<file path="src/rtl/reg_scoreboard_pkg.sv">
// Shared constants for the register scoreboard.
package reg_scoreboard_pkg;

    // Default register-address width (32 architectural registers).
    localparam int DEFAULT_ADDR_W = 5;

    // Index of the hardwired-zero register.
    localparam int ZERO_REG_IDX = 0;

endpackage

</file>
<file path="src/rtl/reg_scoreboard_onehot_decoder.sv">
// Binary-to-one-hot decoder with enable; output is all zeros when disabled.
module onehot_decoder
    import reg_scoreboard_pkg::*;
#(
    parameter int ADDR_W = DEFAULT_ADDR_W
) (
    input  logic                   en,
    input  logic [ADDR_W-1:0]      in,
    output logic [2**ADDR_W-1:0]   out
);

    // Raise exactly one bit at position 'in' when enabled.
    always_comb begin
        out = '0;
        if (en) begin
            out[in] = 1'b1;
        end
    end

endmodule

</file>
<file path="src/rtl/reg_scoreboard.sv">
// Register scoreboard: tracks pending writes per register, gates issue on
// RAW/WAW hazards, and flags writebacks to registers that were not pending.
module reg_scoreboard
    import reg_scoreboard_pkg::*;
#(
    parameter int ADDR_W   = DEFAULT_ADDR_W,
    parameter bit ZERO_REG = 1'b1
) (
    input  logic                   clk,
    input  logic                   reset,
    input  logic                   issue_valid,
    input  logic [ADDR_W-1:0]      issue_rd,
    input  logic [ADDR_W-1:0]      issue_rs1,
    input  logic [ADDR_W-1:0]      issue_rs2,
    output logic                   issue_ready,
    input  logic                   wb_valid,
    input  logic [ADDR_W-1:0]      wb_rd,
    input  logic                   flush,
    output logic [2**ADDR_W-1:0]   busy,
    output logic [ADDR_W:0]        busy_count,
    output logic                   err
);

    localparam int NREGS = 2**ADDR_W;
    localparam logic [ADDR_W-1:0] ZERO_ADDR = ADDR_W'(ZERO_REG_IDX);

    logic             rd_is_zero;
    logic             wb_is_zero;
    logic             set_en;
    logic             err_det;
    logic [NREGS-1:0] set_mask;
    logic [NREGS-1:0] clr_mask;
    logic [NREGS-1:0] busy_nxt;

    assign rd_is_zero = ZERO_REG && (issue_rd == ZERO_ADDR);
    assign wb_is_zero = ZERO_REG && (wb_rd == ZERO_ADDR);

    // Hazard check looks only at the registered vector; a same-cycle
    // writeback is deliberately not forwarded.
    assign issue_ready = !(busy[issue_rs1] | busy[issue_rs2] | busy[issue_rd]);

    assign set_en  = issue_valid & issue_ready & ~rd_is_zero;
    assign err_det = wb_valid & ~flush & ~busy[wb_rd] & ~wb_is_zero;

    onehot_decoder #(.ADDR_W(ADDR_W)) u_set_dec (
        .en  (set_en),
        .in  (issue_rd),
        .out (set_mask)
    );

    onehot_decoder #(.ADDR_W(ADDR_W)) u_clr_dec (
        .en  (wb_valid),
        .in  (wb_rd),
        .out (clr_mask)
    );

    // Next busy vector: clear then set (set wins on the same register),
    // flush overrides everything, register 0 pinned low when hardwired.
    always_comb begin
        busy_nxt = (busy & ~clr_mask) | set_mask;
        if (flush) begin
            busy_nxt = '0;
        end
        if (ZERO_REG) begin
            busy_nxt[ZERO_REG_IDX] = 1'b0;
        end
    end

    // Busy vector and sticky error flag.
    always_ff @(posedge clk or posedge reset) begin
        if (reset) begin
            busy <= '0;
            err  <= 1'b0;
        end else begin
            busy <= busy_nxt;
            err  <= err | err_det;
        end
    end

    // Population count of the busy vector.
    always_comb begin
        busy_count = '0;
        for (int i = 0; i < NREGS; i++) begin
            busy_count = busy_count + {{ADDR_W{1'b0}}, busy[i]};
        end
    end

endmodule

</file>
<file path="config.mk">
export PLATFORM = sky130hd
export DESIGN_NAME = reg_scoreboard
export DESIGN_NICKNAME = d
export VERILOG_FILES = /design/src/rtl/reg_scoreboard_pkg.sv /design/src/rtl/reg_scoreboard_onehot_decoder.sv /design/src/rtl/reg_scoreboard.sv
export SDC_FILE = /design/constraint.sdc
export NUM_CORES = 1
export LEC_CHECK = 0
export CORE_ASPECT_RATIO = 0.5
export CORE_MARGIN = 4
export CORE_UTILIZATION = 45
export CTS_CLUSTER_DIAMETER = 100
export CTS_CLUSTER_SIZE = 24
export DETAILED_ROUTE_END_ITERATION = 6
export PLACE_DENSITY = 0.67
export SLEW_MARGIN = 20
export SYNTH_ARGS = -nofsm -noshare
export SYNTH_HDL_FRONTEND = slang
export SYNTH_SLANG_ARGS = --single-unit
</file>
<file path="constraint.sdc">
create_clock -name clk -period 11.4 [get_ports clk]
set_input_delay 2.28 -clock clk [delete_from_list [all_inputs] [get_ports clk]]
set_output_delay 2.28 -clock clk [all_outputs]
set_load 0.01 [all_outputs]
</file>
# Word-level counts from Yosys, hierarchy flattened
# Index checks and enable logic that the tools add are counted.
# op_classes
n_mux,15
reduce_logical,5
eq_ne,0
n_addsub,30
magnitude_cmp,6
multipliers,0
shift,0
n_div,0
n_bitwise,15
# ops
op,n
$add 6x1->6,25
$mux 32,3
$and 32x32->32,1
$not 32->32,1
$or 32x32->32,1
$lt 5x6->1 const B,4
$bmux 1 s5,4
$demux 1 s5,2
$ge 5x1->1 const B,2
$logic_not 5->1,2
$add 5x1->6,1
$mux 1,6
$add 4x1->5,1
$and 1x1->1,5
$add 3x1->4,1
$not 1->1,4
$add 2x1->3,1
$or 1x1->1,3
$add 1x1->2,1
$logic_and 1x1->1,2
$logic_not 1->1,1
# word_totals
wordCells,73
regBits,32
mem_bits_ro,0
input_bits,25
out_inout_bits,40
latchBits,0
mem_count,0
mem_bits_rw,0

# Longest topological paths before layout
# Gate-level depths: netlist of run 1.
# depth
word_depth,30
mapped_depth,17
mapped_depth_nobuf,17

# Cells and area by module
# Synthesis of run 1 repeated with hierarchy kept, for this count alone.
# unflattened
hier_cells,427
area_unflattened_um2,3669.8
# by_module_without_submodules
module,instances,area_each_um2,cells_each
reg_scoreboard,1,3209.3,333
onehot_decoder,2,230.2,47

# Worst setup path after synthesis of run 1
# OpenSTA, ideal clock, no wires.
# synth_path
path_kind,reg2out
startpoint,register busy[1]
endpoint,output busy_count[4]
t_arrival_ps,4761
slack_ps,4359
stages_incl_launch_ff,18
cell_sequence,dfrtp_1 inv_1 fa_1 inv_1 fa_1 fa_1 fa_1 fa_1 inv_1 fa_1 inv_1 fa_1 inv_1 fa_1 inv_1 a21o_1 a21oi_1 xnor2_1
# synth_via
elab_chain_len,30
# synth_rtl
item,line,source
from (decl),reg_scoreboard.sv:19,"output logic [2**ADDR_W-1:0] busy,"
from (signal assigned),reg_scoreboard.sv:75,busy <= busy_nxt;
$add 1x1->2,reg_scoreboard.sv:84,"busy_count = busy_count + {{ADDR_W{1'b0}}, busy[i]};"
$add 2x1->3,reg_scoreboard.sv:84,
$add 3x1->4,reg_scoreboard.sv:84,
$add 4x1->5,reg_scoreboard.sv:84,
$add 5x1->6,reg_scoreboard.sv:84,
$add 6x1->6 (25 in a row),reg_scoreboard.sv:84,
to (decl),reg_scoreboard.sv:20,"output logic [ADDR_W:0] busy_count,"
# Every way passes these cells.

# Worst setup path in the final report of run 1
# layout_path
startpoint,input issue_rs1[2]
endpoint,output issue_ready
# layout_via
elab_chain_len,5
# layout_rtl
item,line,source
from (decl),reg_scoreboard.sv:13,"input logic [ADDR_W-1:0] issue_rs1,"
$bmux 1 s5,reg_scoreboard.sv:40,assign issue_ready = !(busy[issue_rs1] | busy[issue_rs2] | busy[issue_rd]);
$mux 1 (implied by the code),reg_scoreboard.sv:40,
$or 1x1->1 (2 in a row),reg_scoreboard.sv:40,
$logic_not 1->1,reg_scoreboard.sv:40,
to (decl),reg_scoreboard.sv:15,"output logic issue_ready,"
# Every way passes these cells. The select of a mux whose other input is x is not followed.

==> out/qor.tcl, run 1 <==
set qor(status) {complete, no violations}
set qor(rel_slew_slack) 0.4149
set qor(global_route.overflow_total) 0
set qor(worstSetupEndpointType) {output port}
set qor(post_cts_resized) 0
set qor(antenna_found_initial) 0
set qor(cts_setup_buffers) 0
set qor(maximum_number_of_pins_on_one_net_before_global_route_repair) 35
set qor(layout-drive-gt1-share) 0.1173
set qor(remaining_drc_errors) 0
set qor(tightestPinTransition_ps) 875.5
set qor(fp.coreArea_sq_mm) 0.008173
set qor(max_cap_violations) 0
set qor(setup_total_negative_slack_ps) 0
set qor(flow.area_growth_from_synthesis_pct) 20.21
set qor(width_of_the_die_microns) 138.8
set qor(detailed_place_hpwl_microns) 9579
set qor(leakage_nw) 1.864
set qor(setup_repair_after_global_routing_missed_its_margin) {no}
set qor(synth_area_per_cell_sq_um) 9.367
set qor(first_global_vias) 3392
set qor(area.sequential_sq_um) 800.8
set qor(crit_path_max_fanout) 21
set qor(multiInputGateArea_sq_mm) 0.002746
set qor(top_library_cells_by_usage_in_the_layout_fill_and_taps_aside) {63 x sky130_fd_sc_hd__clkdlybuf4s50_1, 39 x sky130_fd_sc_hd__inv_1, 32 x sky130_fd_sc_hd__dfrtp_1, 27 x sky130_fd_sc_hd__nand2_1}
set qor(clock.fmax_ghz) 0.1202
set qor(fp.dieH_microns) 73.41
set qor(vdd_drop_max_mv) 0.07020
set qor(route.detailed.wl_per_inst_microns) 23.10
set qor(postRouteWirelength_microns) 13030
set qor(clkSlewWorstSetupHoldPaths_ps) 50
set qor(hold_viol_final) 0
set qor(n_antenna_cell) 0
set qor(fin_ws_ps) 3080
set qor(boundaryPins) 65
set qor(cpMostUsedCell) {sky130_fd_sc_hd__clkdlybuf4s50_1}
set qor(tritoncts.num_buffers) 5
set qor(initial_standard_cell_utilization_of_the_core) 0.4711
set qor(die_area_sq_mm) 0.01019
set qor(post_syn_instances) 411
set qor(root_buffer) {sky130_fd_sc_hd__clkbuf_16}
set qor(final_core_util) 0.5663
set qor(number_of_flops_mapped_to_enable_cells_by_yosys) 0
set qor(finalWeightedCongestion) 0.9808
set qor(ys.warnings.count) 0
set qor(aggregate_global_route_resource_usage) 0.2567
set qor(clock_latency_ps) 280
set qor(cp_slowest_stage_delay_ps) 770
set qor(htree_num_levels) 2
set qor(cts.path.max_buffers) 2
set qor(postRouteAntennaNets) 0
set qor(fill_cells) 735
set qor(detailroute.via_count) 3619
set qor(cts_hold_buf) 0
set qor(dr.pass1.iters) 5
set qor(grt_pass1_wl_microns) 19980
set qor(critPathArrivalTime_ps) 6040
set qor(mostFrequentLayoutCell) {sky130_fd_sc_hd__clkdlybuf4s50_1}
set qor(syn_area_sq_mm) 0.003850
set qor(setup_viol) 0
set qor(cell_pwr_density_mw_per_mm2) 68.37
set qor(timing.final.crit_period_ps) 8320
set qor(vias_per_cell) 6.417
set qor(path_cells) {clkdlybuf4s50_1 > mux2_2 > a221oi_1 > a2111oi_0 > a41oi_2 > nand2_1 > nor3_1 > clkdlybuf4s50_1}
set qor(synth_cell_type_count) 57
set qor(timing.critical_path.required_ps) 9120
set qor(rows) 23
set qor(ys_seq_area_frac) 0.2080
set qor(cts_tree) {built}
set qor(worst-setup-path-type) {in -> out}
set qor(drt_first_iter_violations) 403
set qor(finalMaxSlewViolations) 0
set qor(clock_sinks) 32
set qor(mapped_nets) 466
set qor(setup.worst_path.start_class) {input pin}
set qor(pre_cts_ws_ps) 3203
set qor(cp_slowest_cell) {sky130_fd_sc_hd__clkdlybuf4s50_1}
set qor(timing.final.crit_share) 0.7299
set qor(worst_hold_path_type) {reg -> reg}
set qor(ys_async_sr_fraction) 1.000
set qor(nNetsFinal) 507
set qor(r2r_setup_slack_ps) 8240
set qor(synth-seq-cells) 32
set qor(synth-main-ff-cell) {sky130_fd_sc_hd__dfrtp_1}
set qor(place.port_buffers) 63
set qor(finClkSkew_ps) 3.544
==> final timing paths <==
path / startpoint / endpoint / depth (start not counted)
max in group asynchronous: reset / busy[7] / 3
min in group asynchronous: reset / busy[25] / 3
worst max register to register: busy[6] / busy[11] / 6
worst max-delay path: issue_rs1[2] / issue_ready / 8
worst min-delay path: err / err / 1
worst min register to register: err / err / 1
==> cell type report <==
class	instances	share of cell area
clock buffers	6	0.02785
inverters	39	0.03163
repair buffers	67	0.1427
well taps	112	0.03028
multi-input cells	307	0.5934
clock inverters	1	0.001081
flip-flops and latches	32	0.1730
==> sequential cells by signal, indices dropped and copies added (netlist names) <==
register,cells
busy,31
err,1
==> per-stage QoR <==
stage | instances | hold WS (ps) | area (sq um) | total power [mW]
6_report | 564 | 468.7 | 4628 | 0.3164
5_1_grt | 564 | 496.5 | 4628 | 0.3319
4_1_cts | 564 | 468.4 | 4628 | 0.3192
3_5_place_dp | 557 | 455.8 | 4494 | 0.1918
3_3_place_gp | 557 | 453.8 | 4494 | 0.1908
2_1_floorplan | 411 | 504.1 | 3850 | 0.1661
==> worst max-delay path: cells and delay by family <==
kind | cells | cell delay, ps
compound gates | 3 | 920
buf+inv | 2 | 1370
mux | 1 | 390
simple gates | 2 | 1070
==> power by group <==
part / total, mW / internal [mW] / switching, mW
registers: 0.118 / 0.115 / 0.00348
logic: 0.0729 / 0.0296 / 0.0433
clock network: 0.125 / 0.0792 / 0.0461
==> routing by layer <==
metal  vias up  share of wire  track usage
met5         -              0            0
met4         0          0.021      0.07701
met3        29           0.11      0.07867
met2       197           0.44       0.3858
met1      1812           0.43       0.3605
li1       1581              -            -
==> cell usage after synthesis (2+ instances only) <==
cell | count | area [sq um]
sky130_fd_sc_hd__a31oi_1 | 4 | 25.02
sky130_fd_sc_hd__a221oi_1 | 2 | 17.52
sky130_fd_sc_hd__a211o_1 | 8 | 70.07
sky130_fd_sc_hd__a21o_1 | 2 | 15.01
sky130_fd_sc_hd__o21ai_0 | 24 | 120.1
sky130_fd_sc_hd__mux4_2 | 21 | 473.0
sky130_fd_sc_hd__buf_2 | 9 | 45.04
sky130_fd_sc_hd__nand2_1 | 27 | 101.4
sky130_fd_sc_hd__ha_1 | 7 | 87.58
sky130_fd_sc_hd__o31ai_1 | 12 | 90.09
sky130_fd_sc_hd__nor2b_1 | 24 | 150.1
sky130_fd_sc_hd__or2_2 | 2 | 12.51
sky130_fd_sc_hd__dfrtp_1 | 32 | 800.8
sky130_fd_sc_hd__buf_4 | 3 | 22.52
sky130_fd_sc_hd__nand3_1 | 15 | 75.07
sky130_fd_sc_hd__mux2i_1 | 7 | 70.07
sky130_fd_sc_hd__o41ai_2 | 7 | 113.9
sky130_fd_sc_hd__nor3b_1 | 3 | 22.52
sky130_fd_sc_hd__nand4_1 | 2 | 12.51
sky130_fd_sc_hd__or3_1 | 14 | 87.58
sky130_fd_sc_hd__nor4_1 | 2 | 12.51
sky130_fd_sc_hd__a21oi_1 | 4 | 20.02
sky130_fd_sc_hd__nand3b_1 | 18 | 135.1
sky130_fd_sc_hd__buf_6 | 2 | 22.52
sky130_fd_sc_hd__nand2b_1 | 8 | 50.05
sky130_fd_sc_hd__a311o_1 | 2 | 20.02
sky130_fd_sc_hd__xnor2_1 | 3 | 26.28
sky130_fd_sc_hd__a32oi_1 | 2 | 17.52
sky130_fd_sc_hd__fa_1 | 23 | 460.4
sky130_fd_sc_hd__clkbuf_1 | 18 | 67.56
sky130_fd_sc_hd__inv_1 | 39 | 146.4
sky130_fd_sc_hd__nor3_1 | 15 | 75.07
sky130_fd_sc_hd__nor2_1 | 12 | 45.04
sky130_fd_sc_hd__and3_1 | 3 | 18.77
sky130_fd_sc_hd__a2111oi_0 | 5 | 43.79
sky130_fd_sc_hd__mux2_2 | 9 | 101.4
==> cell families (layout without fill, tap and decap cells) <==
kind of cell,count (synthesis),count (layout),share of synthesized area
adder cells (fa/ha/maj),30,30,0.1423
XOR/XNOR,3,3,0.006826
multiplexers,37,37,0.1674
other,1,1,0.0009740
AO/OA/AOI/OAI,83,83,0.1697
AND/OR/NAND/NOR,153,153,0.2249
flip-flops,32,32,0.2080
buffers and inverters,72,113,0.07994
No activity file was read; power rests on OpenSTA's default activity.
==> run 2, diff against run 1 <==
==> constraint.sdc (replaced) <==
create_clock -name clk -period 8 [get_ports clk]
set_input_delay 1.6 -clock clk [delete_from_list [all_inputs] [get_ports clk]]
set_output_delay 1.6 -clock clk [all_outputs]
set_load 0.01 [all_outputs]
==> out/qor.tcl, run 2 (synthesis gave the netlist of run 1 again) <==
set qor(status) {complete, no violations} ;# unchanged
set qor(worst-setup-path-type) {reg -> out} ;# was in -> out
set qor(root_buffer) {sky130_fd_sc_hd__clkbuf_16} ;# unchanged
set qor(mostFrequentLayoutCell) {sky130_fd_sc_hd__clkdlybuf4s50_1} ;# unchanged
set qor(worst_path_dominant_cell_family) {adder cells} ;# was buffers and inverters
set qor(postRouteWirelength_microns) 13800 ;# was 13030 microns
set qor(remaining_drc_errors) 0 ;# unchanged
set qor(setup_total_negative_slack_ps) 0 ;# unchanged
set qor(final.hold.worst_slack_ps) 497.6 ;# was 468.7 ps
set qor(setup_repair_after_global_routing_missed_its_margin) {no} ;# unchanged
set qor(postRouteAntennaNets) 0 ;# unchanged
set qor(design_power_total_mw) 0.4778 ;# was 0.3164 mW
set qor(worstSetupEndpointType) {output port} ;# unchanged
set qor(vias_per_cell) 6.435 ;# was 6.417
set qor(swShare) 0.2933 ;# was 0.2935
set qor(tightestPinTransition_ps) 929.7 ;# was 875.5 ps
set qor(critical_path_depth) 18 ;# was 8
set qor(cts_hold_buf) 0 ;# unchanged
set qor(layout-drive-gt1-share) 0.1272 ;# was 0.1173
set qor(htree_num_levels) 2 ;# unchanged
set qor(power_switching_mw) 0.1401 ;# was 0.09289 mW
set qor(fp.dieH_microns) 73.41 ;# unchanged
set qor(max_cap_violations) 0 ;# unchanged
set qor(cp_slowest_cell) {sky130_fd_sc_hd__clkdlybuf4s50_1} ;# unchanged
set qor(combPwrFrac) 0.234 ;# was 0.230
set qor(grt_pass1_wl_microns) 21980 ;# was 19980 microns
set qor(cts.path.max_buffers) 2 ;# unchanged
set qor(nNetsFinal) 511 ;# was 507
set qor(hold_viol_final) 0 ;# unchanged
set qor(fp.coreArea_sq_mm) 0.008173 ;# unchanged
set qor(rel_slew_slack) 0.3789 ;# was 0.4149
set qor(timing.critical_path.required_ps) 6400 ;# was 9120 ps
set qor(cell_pwr_density_mw_per_mm2) 102.2 ;# was 68.37 mW/mm^2
set qor(leakage_nw) 1.893 ;# was 1.864 nW
set qor(width_of_the_die_microns) 138.8 ;# unchanged
set qor(die_area_sq_mm) 0.01019 ;# unchanged
set qor(rows) 23 ;# unchanged
set qor(place.port_buffers) 63 ;# unchanged
set qor(critPathArrivalTime_ps) 5680 ;# was 6040 ps
set qor(n_antenna_cell) 0 ;# unchanged
set qor(hold_depth) 1 ;# unchanged
set qor(final_core_util) 0.5723 ;# was 0.5663
set qor(first_global_vias) 3647 ;# was 3392
set qor(global_route.overflow_total) 0 ;# unchanged
set qor(cp_slowest_stage_delay_ps) 550 ;# was 770 ps
set qor(setup_viol) 0 ;# unchanged
set qor(placed_cells_incl_taps) 561 ;# was 557
set qor(top_library_cells_by_usage_in_the_layout_fill_and_taps_aside) {63 x sky130_fd_sc_hd__clkdlybuf4s50_1, 39 x sky130_fd_sc_hd__inv_1, 32 x sky130_fd_sc_hd__dfrtp_1, 27 x sky130_fd_sc_hd__nand2_1} ;# unchanged
set qor(post_cts_resized) 0 ;# unchanged
set qor(tritoncts.num_buffers) 5 ;# unchanged
set qor(dr.pass1.iters) 6 ;# was 5
set qor(boundaryPins) 65 ;# unchanged
set qor(cts_setup_buffers) 0 ;# unchanged
set qor(cpMostUsedCell) {sky130_fd_sc_hd__fa_1} ;# was sky130_fd_sc_hd__clkdlybuf4s50_1
set qor(cellInternalPower_mw) 0.3377 ;# was 0.2235 mW
set qor(clkSlewWorstSetupHoldPaths_ps) 50 ;# about the same
set qor(reg_top3) {busy x31, err x1} ;# unchanged
set qor(worst-r2r-cell-count) 8 ;# was 6
set qor(finalWeightedCongestion) 0.9817 ;# was 0.9808
set qor(clock_latency_ps) 270 ;# was 280 ps
set qor(clock_sinks) 32 ;# unchanged
set qor(route.detailed.wl_per_inst_microns) 24.29 ;# was 23.10 microns
set qor(setup.worst_path.start_class) {flip-flop} ;# was input pin
set qor(aggregate_global_route_resource_usage) 0.2795 ;# was 0.2567
set qor(initial_standard_cell_utilization_of_the_core) 0.4711 ;# unchanged
set qor(worst_hold_path_type) {reg -> reg} ;# unchanged
set qor(path_cells) {inv_1 > fa_1 > inv_1 > fa_1 > fa_1 > fa_1 > fa_1 > inv_1 > fa_1 > inv_1 > fa_1 > inv_1 > fa_1 > inv_1 > a21o_1 > a21oi_1 > xnor2_1 > clkdlybuf4s50_1} ;# was clkdlybuf4s50_1 > mux2_2 > a221oi_1 > a2111oi_0 > a41oi_2 > nand2_1 > nor3_1 > clkdlybuf4s50_1
set qor(largest_reg_flops) 31 ;# unchanged
set qor(timing.final.crit_share) 0.9097
set qor(power_frac_clock) 0.415 ;# was 0.396
set qor(seq_power_share) 0.351 ;# was 0.374
set qor(maximum_number_of_pins_on_one_net_before_global_route_repair) 35 ;# unchanged
set qor(detailroute.via_count) 3655 ;# was 3619
set qor(critical_path.n_buffers_inverters) 7 ;# was 2
set qor(vdd_drop_max_mv) 0.07674 ;# was 0.07020 mV
set qor(antenna_found_initial) 0 ;# unchanged
set qor(crit_path_max_fanout) 6 ;# was 21
set qor(drt_first_iter_violations) 608 ;# was 403
set qor(finalMaxSlewViolations) 0 ;# unchanged
set qor(timing.final.crit_period_ps) 7278
set qor(finalNonFillerCells) 568 ;# was 564
set qor(cts_tree) {built} ;# unchanged
set qor(clock.fmax_ghz) 0.1374
set qor(largest_register) {busy} ;# unchanged
set qor(detailed_place_hpwl_microns) 10280 ;# was 9579 microns
set qor(finClkSkew_ps) 3.040 ;# was 3.544 ps
set qor(flow.area_growth_from_synthesis_pct) 21.48 ;# was 20.21%
==> run 2: changes by cell type in the layout (fill, tap and decap cells not counted) <==
cell and delta:
sky130_fd_sc_hd__buf_4 +4, sky130_fd_sc_hd__clkbuf_1 -1, sky130_fd_sc_hd__clkbuf_8 +2, sky130_fd_sc_hd__clkinv_2 -1
==> run 2: final timing paths <==
kind                       slack [ps]             to    start
setup / recovery                  720  busy_count[4]  busy[1]
hold / removal                    500            err      err
setup reg to reg                 5420       busy[31]  busy[8]
hold reg to reg                   500            err      err
max in group asynchronous        5970       busy[12]    reset
min in group asynchronous        1720       busy[11]    reset
==> run 2: worst register-to-register path: stages (launching register included) <==
cell                        delay, ps
sky130_fd_sc_hd__dfrtp_1          490
sky130_fd_sc_hd__nor2b_1          190
sky130_fd_sc_hd__a2111oi_0        560
sky130_fd_sc_hd__a31oi_1           80
sky130_fd_sc_hd__a31oi_1          190
sky130_fd_sc_hd__buf_4            250
sky130_fd_sc_hd__nand2_1          100
sky130_fd_sc_hd__buf_4            240
sky130_fd_sc_hd__o41ai_1          360
==> run 2: per-layer routing <==
metal	routed length, microns	track usage	share of wire	up-vias
li1	-	-	-	1597
met1	6044	0.4121	0.44	1783
met2	5808	0.4159	0.42	242
met3	1691	0.07217	0.12	33
met4	251	0.06074	0.018	0
met5	0	0	0	-
==> run 2: cell type report <==
cell class	instances	area (sq um)
multi-input cells	307	2746
fillers	766	3496
well taps	112	140.1
inverters	39	146.4
clock buffers	7	152.6
flip-flops and latches	32	800.8
repair buffers	71	690.7
==> run 2: power groups by stage <==
stage / Clock (mW) / Sequential [mW] / Combinational (mW)
CTS: 0.199 / 0.167 / 0.110
global placement: 0 / 0.170 / 0.110
floorplan: 0 / 0.169 / 0.0676
global route: 0.207 / 0.168 / 0.121
finish: 0.198 / 0.168 / 0.112
detailed placement: 0 / 0.170 / 0.110
==> run 2: stage by stage <==
step,area [sq um],worst slack [ps]
2_1_floorplan,3850,1639
3_3_place_gp,4524,1101
3_5_place_dp,4524,988.4
4_1_cts,4677,690.5
5_1_grt,4677,441.9
6_report,4677,722.3
